===== src/rtl/hazard_scoreboard.sv =====
// Per-register pending-write scoreboard for the ID stage: stalls reads of registers
// with outstanding writes and stalls new writes when a register's pending counter is full.
module hazard_scoreboard #(
  parameter int NUM_REGS    = 4,
  parameter int ADDR_W      = $clog2(NUM_REGS),
  parameter int CNT_W       = 2,
  parameter bit WB_BYPASS   = 1'b1,
  parameter int STALL_CNT_W = 8
) (
  input  logic                   clk,
  input  logic                   reset_n,
  input  logic                   id_valid,
  input  logic                   id_rs_used,
  input  logic [ADDR_W-1:0]      id_rs_addr,
  input  logic                   id_rt_used,
  input  logic [ADDR_W-1:0]      id_rt_addr,
  input  logic                   id_wr_en,
  input  logic [ADDR_W-1:0]      id_wr_addr,
  input  logic                   flush,
  input  logic                   wb_valid,
  input  logic [ADDR_W-1:0]      wb_addr,
  input  logic                   kill_valid,
  input  logic [ADDR_W-1:0]      kill_addr,
  output logic                   stall,
  output logic                   busy,
  output logic [STALL_CNT_W-1:0] stall_cycles,
  output logic                   err_underflow
);

  localparam logic [CNT_W-1:0]       MAXP   = '1;
  localparam logic [CNT_W-1:0]       ONE    = CNT_W'(1);
  localparam logic [STALL_CNT_W-1:0] SC_MAX = '1;

  logic [CNT_W-1:0]    pend      [NUM_REGS];
  logic [CNT_W-1:0]    pend_next [NUM_REGS];
  logic [CNT_W:0]      up        [NUM_REGS];
  logic [1:0]          dn        [NUM_REGS];
  logic [NUM_REGS-1:0] wb_hit, kill_hit, wr_hit, avail, nonzero;
  logic                rs_block, rt_block, wr_block, issue, uf_next;

  // A register is readable when nothing is pending, or when its last pending
  // write is retiring right now and the bypass path is enabled.
  always_comb begin
    for (int r = 0; r < NUM_REGS; r++) begin
      wb_hit[r]   = wb_valid && (wb_addr == ADDR_W'(r));
      kill_hit[r] = kill_valid && (kill_addr == ADDR_W'(r));
      nonzero[r]  = (pend[r] != '0);
      avail[r]    = !nonzero[r] || (WB_BYPASS && wb_hit[r] && (pend[r] == ONE));
    end
  end

  always_comb begin
    rs_block = id_rs_used && !avail[id_rs_addr];
    rt_block = id_rt_used && !avail[id_rt_addr];
    // A full counter only accepts a new write if a retire frees a slot this cycle.
    wr_block = id_wr_en && (pend[id_wr_addr] == MAXP) && !wb_hit[id_wr_addr];
    stall    = reset_n && id_valid && !flush && (rs_block || rt_block || wr_block);
    issue    = id_valid && !flush && !stall;
  end

  always_comb begin
    uf_next = 1'b0;
    for (int r = 0; r < NUM_REGS; r++) begin
      wr_hit[r] = issue && id_wr_en && (id_wr_addr == ADDR_W'(r));
      up[r]     = {1'b0, pend[r]} + (CNT_W+1)'(wr_hit[r]);
      dn[r]     = 2'(wb_hit[r]) + 2'(kill_hit[r]);
      if ((CNT_W+1)'(dn[r]) > up[r]) begin
        pend_next[r] = '0;
        uf_next      = 1'b1;
      end else begin
        pend_next[r] = CNT_W'(up[r] - (CNT_W+1)'(dn[r]));
      end
    end
  end

  always_ff @(posedge clk) begin
    if (!reset_n) begin
      for (int r = 0; r < NUM_REGS; r++) pend[r] <= '0;
      stall_cycles  <= '0;
      err_underflow <= 1'b0;
    end else begin
      for (int r = 0; r < NUM_REGS; r++) pend[r] <= pend_next[r];
      err_underflow <= err_underflow | uf_next;
      if (stall) stall_cycles <= (stall_cycles == SC_MAX) ? stall_cycles : stall_cycles + 1'b1;
      else       stall_cycles <= '0;
    end
  end

  assign busy = |nonzero;

endmodule


===== config.mk =====
export PLATFORM = sky130hd
export DESIGN_NAME = hazard_scoreboard
export DESIGN_NICKNAME = d
export VERILOG_FILES = /design/src/rtl/hazard_scoreboard.sv
export SDC_FILE = /design/constraint.sdc
export NUM_CORES = 1
export LEC_CHECK = 0
export BUFFER_PORTS_ARGS = -buffer_cell sky130_fd_sc_hd__buf_2
export CORE_MARGIN = 3
export CORE_UTILIZATION = 54
export DETAILED_ROUTE_END_ITERATION = 8
export MAX_ROUTING_LAYER = met4
export PLACE_DENSITY_LB_ADDON = 0.05
export SETUP_SLACK_MARGIN = 0.2
export SLEW_MARGIN = 20
export SYNTH_ARGS = -nofsm -noshare
export SYNTH_HDL_FRONTEND = slang
export SYNTH_SLANG_ARGS = --single-unit
export TNS_END_PERCENT = 20

===== constraint.sdc =====
create_clock -name clk -period 4 [get_ports clk]
set_clock_uncertainty 0.05 [all_clocks]
set_input_delay 0.4 -clock clk [delete_from_list [all_inputs] [get_ports clk]]
set_output_delay 0.4 -clock clk [all_outputs]
set_load 0.02 [all_outputs]

==> metrics.txt, run 1 <==
RSZ-0062 raised after global routing=false; Worst Path Required=4.16 ns; number of global-route vias before repair=1246; clock slew at reported path FFs=0.11 ns; Fillers=239; Tmin final=3.35 ns; Yosys warnings=0; # rows=18; final setup vio count=0; peak supply drop=0.000244 V; WL per Instance=13.4 µm; Post-CTS Setup Bufs=0; # DRC=0; Worst EP arrival=3.51 ns; antenna viol nets, final=0; die width=57.9 µm; via count=1311; CTS resizes=0; die area=3360 µm²; Lkg Pwr=0.000776 µW; number of enable flip-flop cells after synthesis=0; gpl congestion=between 0.8 and 0.9; R2R Setup Slk=0.65 ns; # nets final=247; Hold Path Class=primary input to register; DRT Pass-1 Iters=4; Final Max Tran Viols=0; first-pass GRT wire length=about 5200 µm; Die Y=57.9 µm; Worst slew margin=76.2%; Final Hold Vio Count=0; worst-path fanout max=9; Peak Freq=298 MHz; dpl cells=around 230; Synth cell types=42; drt first-iter violations=63; worst-skew pair later-pin latency=0.30 ns; post-route insts no fill=232; drt via density=5.65; Setup CP Type=register to register; max cap viols=0; Num Clock Sinks=17; Post-Syn Area=~1500 µm²; TritonCTS Buffers=3; hold buffers post-CTS=0; Setup TNS Final=0 ns; layout cells sized above 1=20.3%; Root Buffer=clkbuf_4; pin count of the biggest net entering global routing=11; GRT Util Overall=20.7%; initial antenna violation count=0; PortBufs=29; I/O pin count=30; CP startpoint kind=register; core area=2520 µm²; top_reg_cell synth=dfxtp_1; TritonCTS clock tree=built; n_diodes=0; total grt overflow=0; PD cells=285 nW/µm²; period utilization=83.8%; Clock Tree Buf Depth=2; htree depth=1; Cells after Synth=roughly 170; Post-DP HPWL=approximately 2600 µm; WL final=3120 µm; area growth from synthesis to layout=12.8%; register area share after synthesis=23.4%; status=finished clean; Synth Area per Inst=8.47 µm²; CP endpoint kind=register; Post-synth ARST share=0%; Worst-Margin Slew=0.353 ns; Syn Nets=around 220; #FFs+latches synth=17; Initial Utilization=57.7%
logic make-up (layout without fill, tap and decap cells):
family,count (synthesis),in the layout,synth area share [%]
buffers and inverters,20,50,6.27
and+or+nand+nor,77,77,31.8
adders and majority gates,25,25,21.5
AOI/OAI and AO/OA,23,23,11.0
xor gates and xnor gates,9,9,5.41
muxes,1,1,0.687
DFF,17,17,23.4
per-stage QoR:
| stage | power, µW | cell area (µm²) | hold slack (ns) | utilization [%] | setup slack [ns] |
|---|---|---|---|---|---|
| 2_1_floorplan | 326 | 1460 | 0.543 | - | 0.678 |
| 3_3_place_gp | 368 | 1620 | 0.405 | 64.0 | 0.511 |
| 3_5_place_dp | 377 | 1620 | 0.403 | 64.0 | 0.444 |
| 4_1_cts | 474 | 1640 | 0.364 | 65.1 | 0.657 |
| 5_1_grt | 508 | 1640 | 0.378 | 65.1 | 0.419 |
| 6_report | 468 | 1640 | 0.373 | 65.1 | 0.648 |
final timing paths:
kind,startpoint,endpoint,cells after the start
min reg2reg,err_underflow,err_underflow,1
max reg2reg,pend[3][1],err_underflow,14
min,reset_n,err_underflow,2
max,pend[3][1],err_underflow,14
critical path, cell delays in order (launching register included):
cell     delay [ns]
dfxtp_1        0.41
and4b_1        0.24
or2_1          0.23
a211o_1        0.29
and4_1         0.22
buf_4          0.17
and4_4         0.19
ha_1           0.17
ha_1           0.26
inv_1          0.04
ha_1           0.32
nor2b_1        0.14
o21ai_0        0.21
nand4_1        0.13
o21a_1         0.19
cell usage in the layout (no fill, tap or decap), drive strengths merged, types with 2 or more instances in the layout:
cell type	netlist	routed
and4b	2	2
xor2	6	6
ha	25	25
and3	3	3
and2	3	3
a221oi	2	2
nand2	10	10
clkbuf	1	3
nand3	4	4
dfxtp	17	17
nand3b	3	3
nor2b	8	8
nor2	23	23
nand4	5	5
and4	5	5
o21ai	6	6
inv	16	16
a21oi	6	6
nor4b	3	3
buf	3	30
xnor2	3	3
Yosys cell counts (2+ instances only):
cell	number	area (µm²)
nand3b_1	3	22.5
nand4_1	5	31.3
and3_1	3	18.8
ha_1	25	313
nor4b_2	3	45.0
nand2_1	10	37.5
and4b_1	2	20.0
nor2b_1	8	50.1
a221oi_1	2	17.5
nand3_1	4	20.0
xnor2_1	3	26.3
xor2_1	6	52.6
o21ai_0	6	30.0
nor2_1	23	86.3
inv_1	15	56.3
dfxtp_1	17	340
a21oi_1	6	30.0
and4_1	4	35.0
and2_1	3	18.8
buf_6	2	22.5
layout make-up:
class                           instances  area (µm²)  area share, %
Clock inverter                          1        5.00          0.305
Timing Repair Buffer                   30         153           9.29
Tap cell                               30        37.5           2.28
Clock buffer                            3        22.5           1.37
Inverter                               16        60.1           3.66
Sequential cell                        17         340           20.7
Multi-Input combinational cell        135        1020           62.4
where the power goes:
part | total [µW] | switching (µW) | internal (µW)
clock | 95.7 | 58.5 | 37.3
sequential | 200 | 15.1 | 185
combinational | 173 | 100 | 72.5
total | 468 | 174 | 294
state kept, by name, indices dropped and copies added, names as in the netlist:
register       flops
stall_cycles       8
pend               8
err_underflow      1
metal layers:
layer  global-route usage [%]  part of all wire, %
met5                        -                    0
met4                     7.95                  1.8
met3                     2.90                  6.3
met2                     32.1                   45
met1                     27.2                   47
Power figures use the tool's default switching activity.
==> run 2, diff against run 1 <==
- ABC_AREA: unset -> 1
- CORE_UTILIZATION: 54 -> 55
- clock period: 4 -> 3.5 ns (I/O delays scaled with it)
==> run 2 against run 1 <==
  * Via count increased by 10%
  * Clock power increased by 19%
  * Sequential power increased by 13%
==> metrics.txt, run 2 <==
htree depth=1; Worst Path Buf+Inv=3; WL per Instance=12.2 µm; PD cells=approximately 330 nW/µm²; Hold Path Sink=pend[3][0]; PortBufs=29; die area=~3400 µm²; Worst slew margin=a little under three quarters; #FFs+latches synth=17; die width=about 58 µm; CP endpoint kind=register; Synth cell types=22; Root Buffer=clkbuf_4; Final Hold Vio Count=0; Cells after Synth=211; CP peak stage delay=about 0.38 ns; drt via density=5.30; RSZ-0062 raised after global routing=false; # DRC=0; Worst EP arrival=3.04 ns; instance area at placement=approximately 1700 µm²; Clock Tree Buf Depth=2; R2R Setup Slk=0.62 ns; first-pass GRT wire length=5780 µm; I/O pin count=30; Final Max Tran Viols=0; WL final=3330 µm; cells on worst reg2reg path=19; hold path cells=3; CP startpoint kind=register; Post-DP HPWL=2880 µm; WL met2=1560 µm; pin count of the biggest net entering global routing=11; Lkg Pwr=roughly 0.00090 µW; final instance area=1690 µm²; Hold Path Class=primary input to register; top cells by area, synth=dfxtp_1 23%, ha_1 21%, inv_1 10%; CP most frequent cell=nor2_1; delay-heaviest family, CP=simple AND/OR/NAND/NOR gates; Post-CTS Setup Bufs=0; R2R Path End=pend[2][0]; Setup CP Type=register to register; max cap viols=0; antenna viol nets, final=0; final setup vio count=0; Initial Utilization=between 50 and 60%; Post-synth ARST share=0%; Setup TNS Final=0 ns; Num Clock Sinks=17; top routing layer used=met4; core area=about 2500 µm²; Syn Nets=~260; Die Y=58.0 µm; area growth from synthesis to layout=13.6%; # nets final=between 200 and 300; Synth top area share=22.9%; status=finished clean; TritonCTS clock tree=built; number of global-route vias before repair=1333; layout cells sized above 1=21.0%; period utilization=82.4%; Synth area leader=dfxtp_1; Tmin final=between 2 and 3 ns; gpl congestion=roughly 0.86; drt first-iter violations=80; Synth Area per Inst=7.04 µm²; wire length on met1=1550 µm; Largest regs=pend x8, stall_cycles x8, err_underflow x1; worst-skew pair later-pin latency=0.30 ns; TritonCTS Buffers=3; Post-Syn Area=1490 µm²; worst-path fanout max=10; initial antenna violation count=0; CTS resizes=0; met3 wire len=between 150 and 200 µm; clock slew at reported path FFs=approximately 0.11 ns; # rows=18; Worst-Margin Slew=between 0.4 and 0.5 ns; hold_sp=reset_n; register area share after synthesis=22.9%; number of enable flip-flop cells after synthesis=0; most frequent cells in the layout=41 x inv_1, 29 x buf_2, 27 x nor2_1; CP Cell Sequence=inv_1 -> o21ai_0 -> nor2_1 -> nor2_1 -> nand3_1 -> nand3_2 -> nand2_4 -> nand2_4 -> nor2_2 -> ha_1 -> ha_1 -> inv_1 -> ha_1 -> inv_1 -> nor2_1 -> nor2_1 -> a211oi_1 -> or2_2 -> nor2_1; DRT Pass-1 Iters=4; Peak Freq=347 MHz; Yosys warnings=0; peak supply drop=between 0.0002 and 0.00025 V; hold buffers post-CTS=0; top_reg_cell synth=dfxtp_1; most common cell in the netlist=inv_1; GRT Util Overall=22.4%; Worst Path Required=about 3.7 ns; top cells by count, synth=41 x inv_1, 27 x nor2_1, 26 x nand3_1; total grt overflow=0; most common cell after layout, fill and taps aside=inv_1; n_diodes=0; via count=1448; reg2reg start=pend[3][1]; CP max stage cell=dfxtp_1
run 2: changes by cell type in the layout (fill, tap and decap cells not counted), sizes merged, moves of 3 or more:
cell	previous run	this run
nand3b	3	0
nor3	1	6
nand2	10	22
and4	5	0
and2	3	0
nor4b	3	0
inv	16	41
nor2b	8	0
or2	1	4
a21oi	6	10
nor2	23	33
nand3	4	30
and3	3	0
run 2: cell type report:
class,instances,area (µm²)
multi-input cells,152,985
fillers,246,833
flip-flops and latches,17,340
inverters,41,154
repair buffers,29,145
well taps,30,37.5
clock buffers,3,22.5
clock inverters,1,5.00
run 2: routing by layer:
layer / up-vias / global-route usage, %
li1: 758 / -
met1: 642 / 29.3
met2: 44 / 36.8
met3: 4 / 1.56
met4: 0 / 6.95
met5: - / -
run 2: logic make-up (layout without fill, tap and decap cells):
group / Yosys count / after routing / synth area share (%)
compound gates: 19 / 19 / 7.07
flops: 17 / 17 / 22.9
xor+xnor: 7 / 7 / 4.12
fa+ha+maj: 25 / 25 / 21.0
simple gates: 101 / 101 / 34.0
buf+inv: 42 / 74 / 10.9
run 2: worst max path at each step:
stage                   from    endpoint  slack, ns  cells past startpoint
6_report          pend[3][1]  pend[2][0]       0.62                     19
5_1_grt           pend[3][1]  pend[2][0]       0.38                     19
4_1_cts           pend[3][1]  pend[2][0]       0.62                     19
3_5_place_dp   id_wr_addr[0]  pend[2][0]       0.40                     21
3_3_place_gp   id_wr_addr[0]  pend[2][1]       0.47                     21
2_1_floorplan     wb_addr[1]  pend[2][1]       0.86                     19
run 2: report_power, final:
group,leakage (µW),switching (µW),internal (µW)
sequential,0.000138,16.0,211
combinational,0.000748,133,90.9
clock,0.0000177,71.0,42.6
total,0.000904,220,344
run 2: stage by stage:
step	hold WS, ns	utilization, %	power [µW]	setup WS, ns	instances
after global routing	0.325	67.0	607	0.378	273
after global placement	0.468	65.9	448	0.468	269
after detailed placement	0.473	65.9	456	0.404	269
after floorplan	0.444	-	391	0.863	211
final	0.296	67.0	565	0.617	273
after CTS	0.297	67.0	566	0.621	273
run 2: worst min-delay path, stage by stage:
cell and delay, ns:
buf_2 0.14, nand2_1 0.09, nor2_1 0.04
==> run 3, diff against run 2 <==
- ABC_AREA: 1 -> 0
- CORE_UTILIZATION: 55 -> 49
- clock period: 3.5 -> 2.5 ns (I/O delays scaled with it)
==> run 3 against run 2 <==
  * The run now ends with negative setup slack left
  * Global-route usage up 2.2 points
  * Flip-flop and latch count stayed put
  * First-iteration DRC count shrank 29%
  * Hold slack improved by 0.17 ns
  * Maximum frequency shrank 2.5%
  * Combinational power up 110%
  * Critical endpoint is now err_underflow
  * Largest cell class unchanged
  * Largest power group is now combinational cells
==> metrics.txt, run 3 (synthesis results as in run 1) <==
status=finished with violations; failing checks=negative setup slack; Setup TNS Final=-2.82 ns; sw frac=38.3%; Hold Path Class=primary input to register; n_diodes=0; GRT Util Overall=24.6%; Final Max Tran Viols=0; grt peak-use layer=met2; most frequent cells in the layout=28 x buf_2, 26 x buf_4, 21 x nor2_1; WL final=4080 µm; delay-heaviest family, CP=simple AND/OR/NAND/NOR gates; setup ws final=-0.458 ns; CP most frequent cell=ha_4; period utilization=118%; Largest regs=pend x8, stall_cycles x8, err_underflow x1; TritonCTS clock tree=built; Die Y=60.5 µm; CP startpoint kind=register; Clock Tree Buf Depth=2; peak supply drop=0.000261 V; core area=2810 µm²; worst-skew pair later-pin latency=0.30 ns; Peak Freq=around 340 MHz; register area=~350 µm²; Lkg Pwr=0.000938 µW; CP peak stage delay=roughly 0.5 ns; clock power share=17.0%; final setup vio count=9; TritonCTS Buffers=3; initial antenna violation count=0; clock slew at reported path FFs=0.12 ns; via count=1495; I/O pin count=30; met2 usage=39.5%; layout cells sized above 1=45.0%; antenna viol nets, final=0; # nets final=about 280; PortBufs=29; # DRC=0; gpl congestion=roughly 0.9; Multi-input gate area=approximately 1300 µm²; dpl cells=255; first-pass GRT wire length=~6600 µm; CP Cell Sequence=nor4bb_4 -> or4b_1 -> a31o_1 -> and4_4 -> buf_6 -> and4_4 -> ha_4 -> ha_4 -> inv_2 -> ha_4 -> nor2b_1 -> o21ai_2 -> nand4_1 -> o21a_1; Root Buffer=clkbuf_4; area growth from synthesis to layout=46.3%; Worst-Margin Slew=0.338 ns; max cap viols=0; hold buffers post-CTS=0; RSZ-0062 raised after global routing=true; Final Hold Vio Count=0; Worst slew margin=roughly 77%; Worst Path Buf+Inv=2; GRT met1 Usage=31.0%; DP Worst Slack=-0.796 ns; fin util=76.0%; PD cells=446 nW/µm²; sw power=~360 µW; WHS=approximately 0.46 ns; DRT Pass-1 Iters=4; Seq pwr share=34.2%; drt first-iter violations=57; Initial Utilization=roughly half; total grt overflow=0; die width=60.5 µm; CP endpoint kind=register; Num Clock Sinks=17; number of global-route vias before repair=between 1000 and 1500; Worst Path Required=2.66 ns; Tmin final=2.96 ns; Worst EP arrival=3.12 ns; Gate power share=48.8%; CP max stage cell=or4b_1; # rows=19; drt via density=around 5.7; worst-path fanout max=4; htree depth=1; Fillers=~210; Int Pwr=between 500 and 600 µW; Post-DP HPWL=3110 µm; die area=3660 µm²; WL per Instance=15.6 µm; post-route insts no fill=262; most common cell after layout, fill and taps aside=buf_2; met3 usage=just over 4%; Setup CP Type=register to register; pin count of the biggest net entering global routing=11
[run 3: worst paths after layout]
path / start / slack, ns / to / cells after the start
min reg2reg: stall_cycles[6] / 0.50 / stall_cycles[6] / 2
max: pend[2][1] / -0.46 / err_underflow / 14
min: reset_n / 0.46 / err_underflow / 4
max reg2reg: pend[2][1] / -0.46 / err_underflow / 14
[run 3: final cells by class]
cell class / instances / share of cell area [%]
clock inverters: 1 / 0.235
inverters: 16 / 3.29
multi-input cells: 135 / 58.9
clock buffers: 3 / 1.06
repair buffers: 59 / 18.4
flip-flops and latches: 17 / 16.3
well taps: 31 / 1.82
[run 3: through the flow]
stage / area (µm²) / power [µW]
after floorplan: 1580 / 553
after global placement: 1940 / 689
after detailed placement: 1940 / 703
after CTS: 2070 / 900
after global routing: 2130 / 1010
final: 2130 / 950
[run 3: worst min-delay path: stages]
cell and delay, ns:
buf_2 0.12, buf_4 0.13, buf_4 0.15, o21a_1 0.14
[run 3: power by group through the flow]
stage / registers, µW / logic [µW] / clock network [µW]
final: 325 / 464 / 162
after global routing: 327 / 510 / 174
after CTS: 322 / 418 / 160
after detailed placement: 325 / 378 / 0
after global placement: 325 / 364 / 0
after floorplan: 330 / 222 / 0
[run 3: layer usage]
layer,part of all wire (%),wire (µm)
met5,0,0
met4,2.1,84
met3,5.6,230
met2,48,1960
met1,44,1810
[run 3: timing repair]
| item | CTS | global route |
|---|---|---|
| buffers inserted | 3 | 0 |
| endpoints found under the setup margin | 10 | 10 |
| gates cloned | 0 | 0 |
| pin swaps | 21 | 12 |
| gates resized for setup | 21 | 14 |
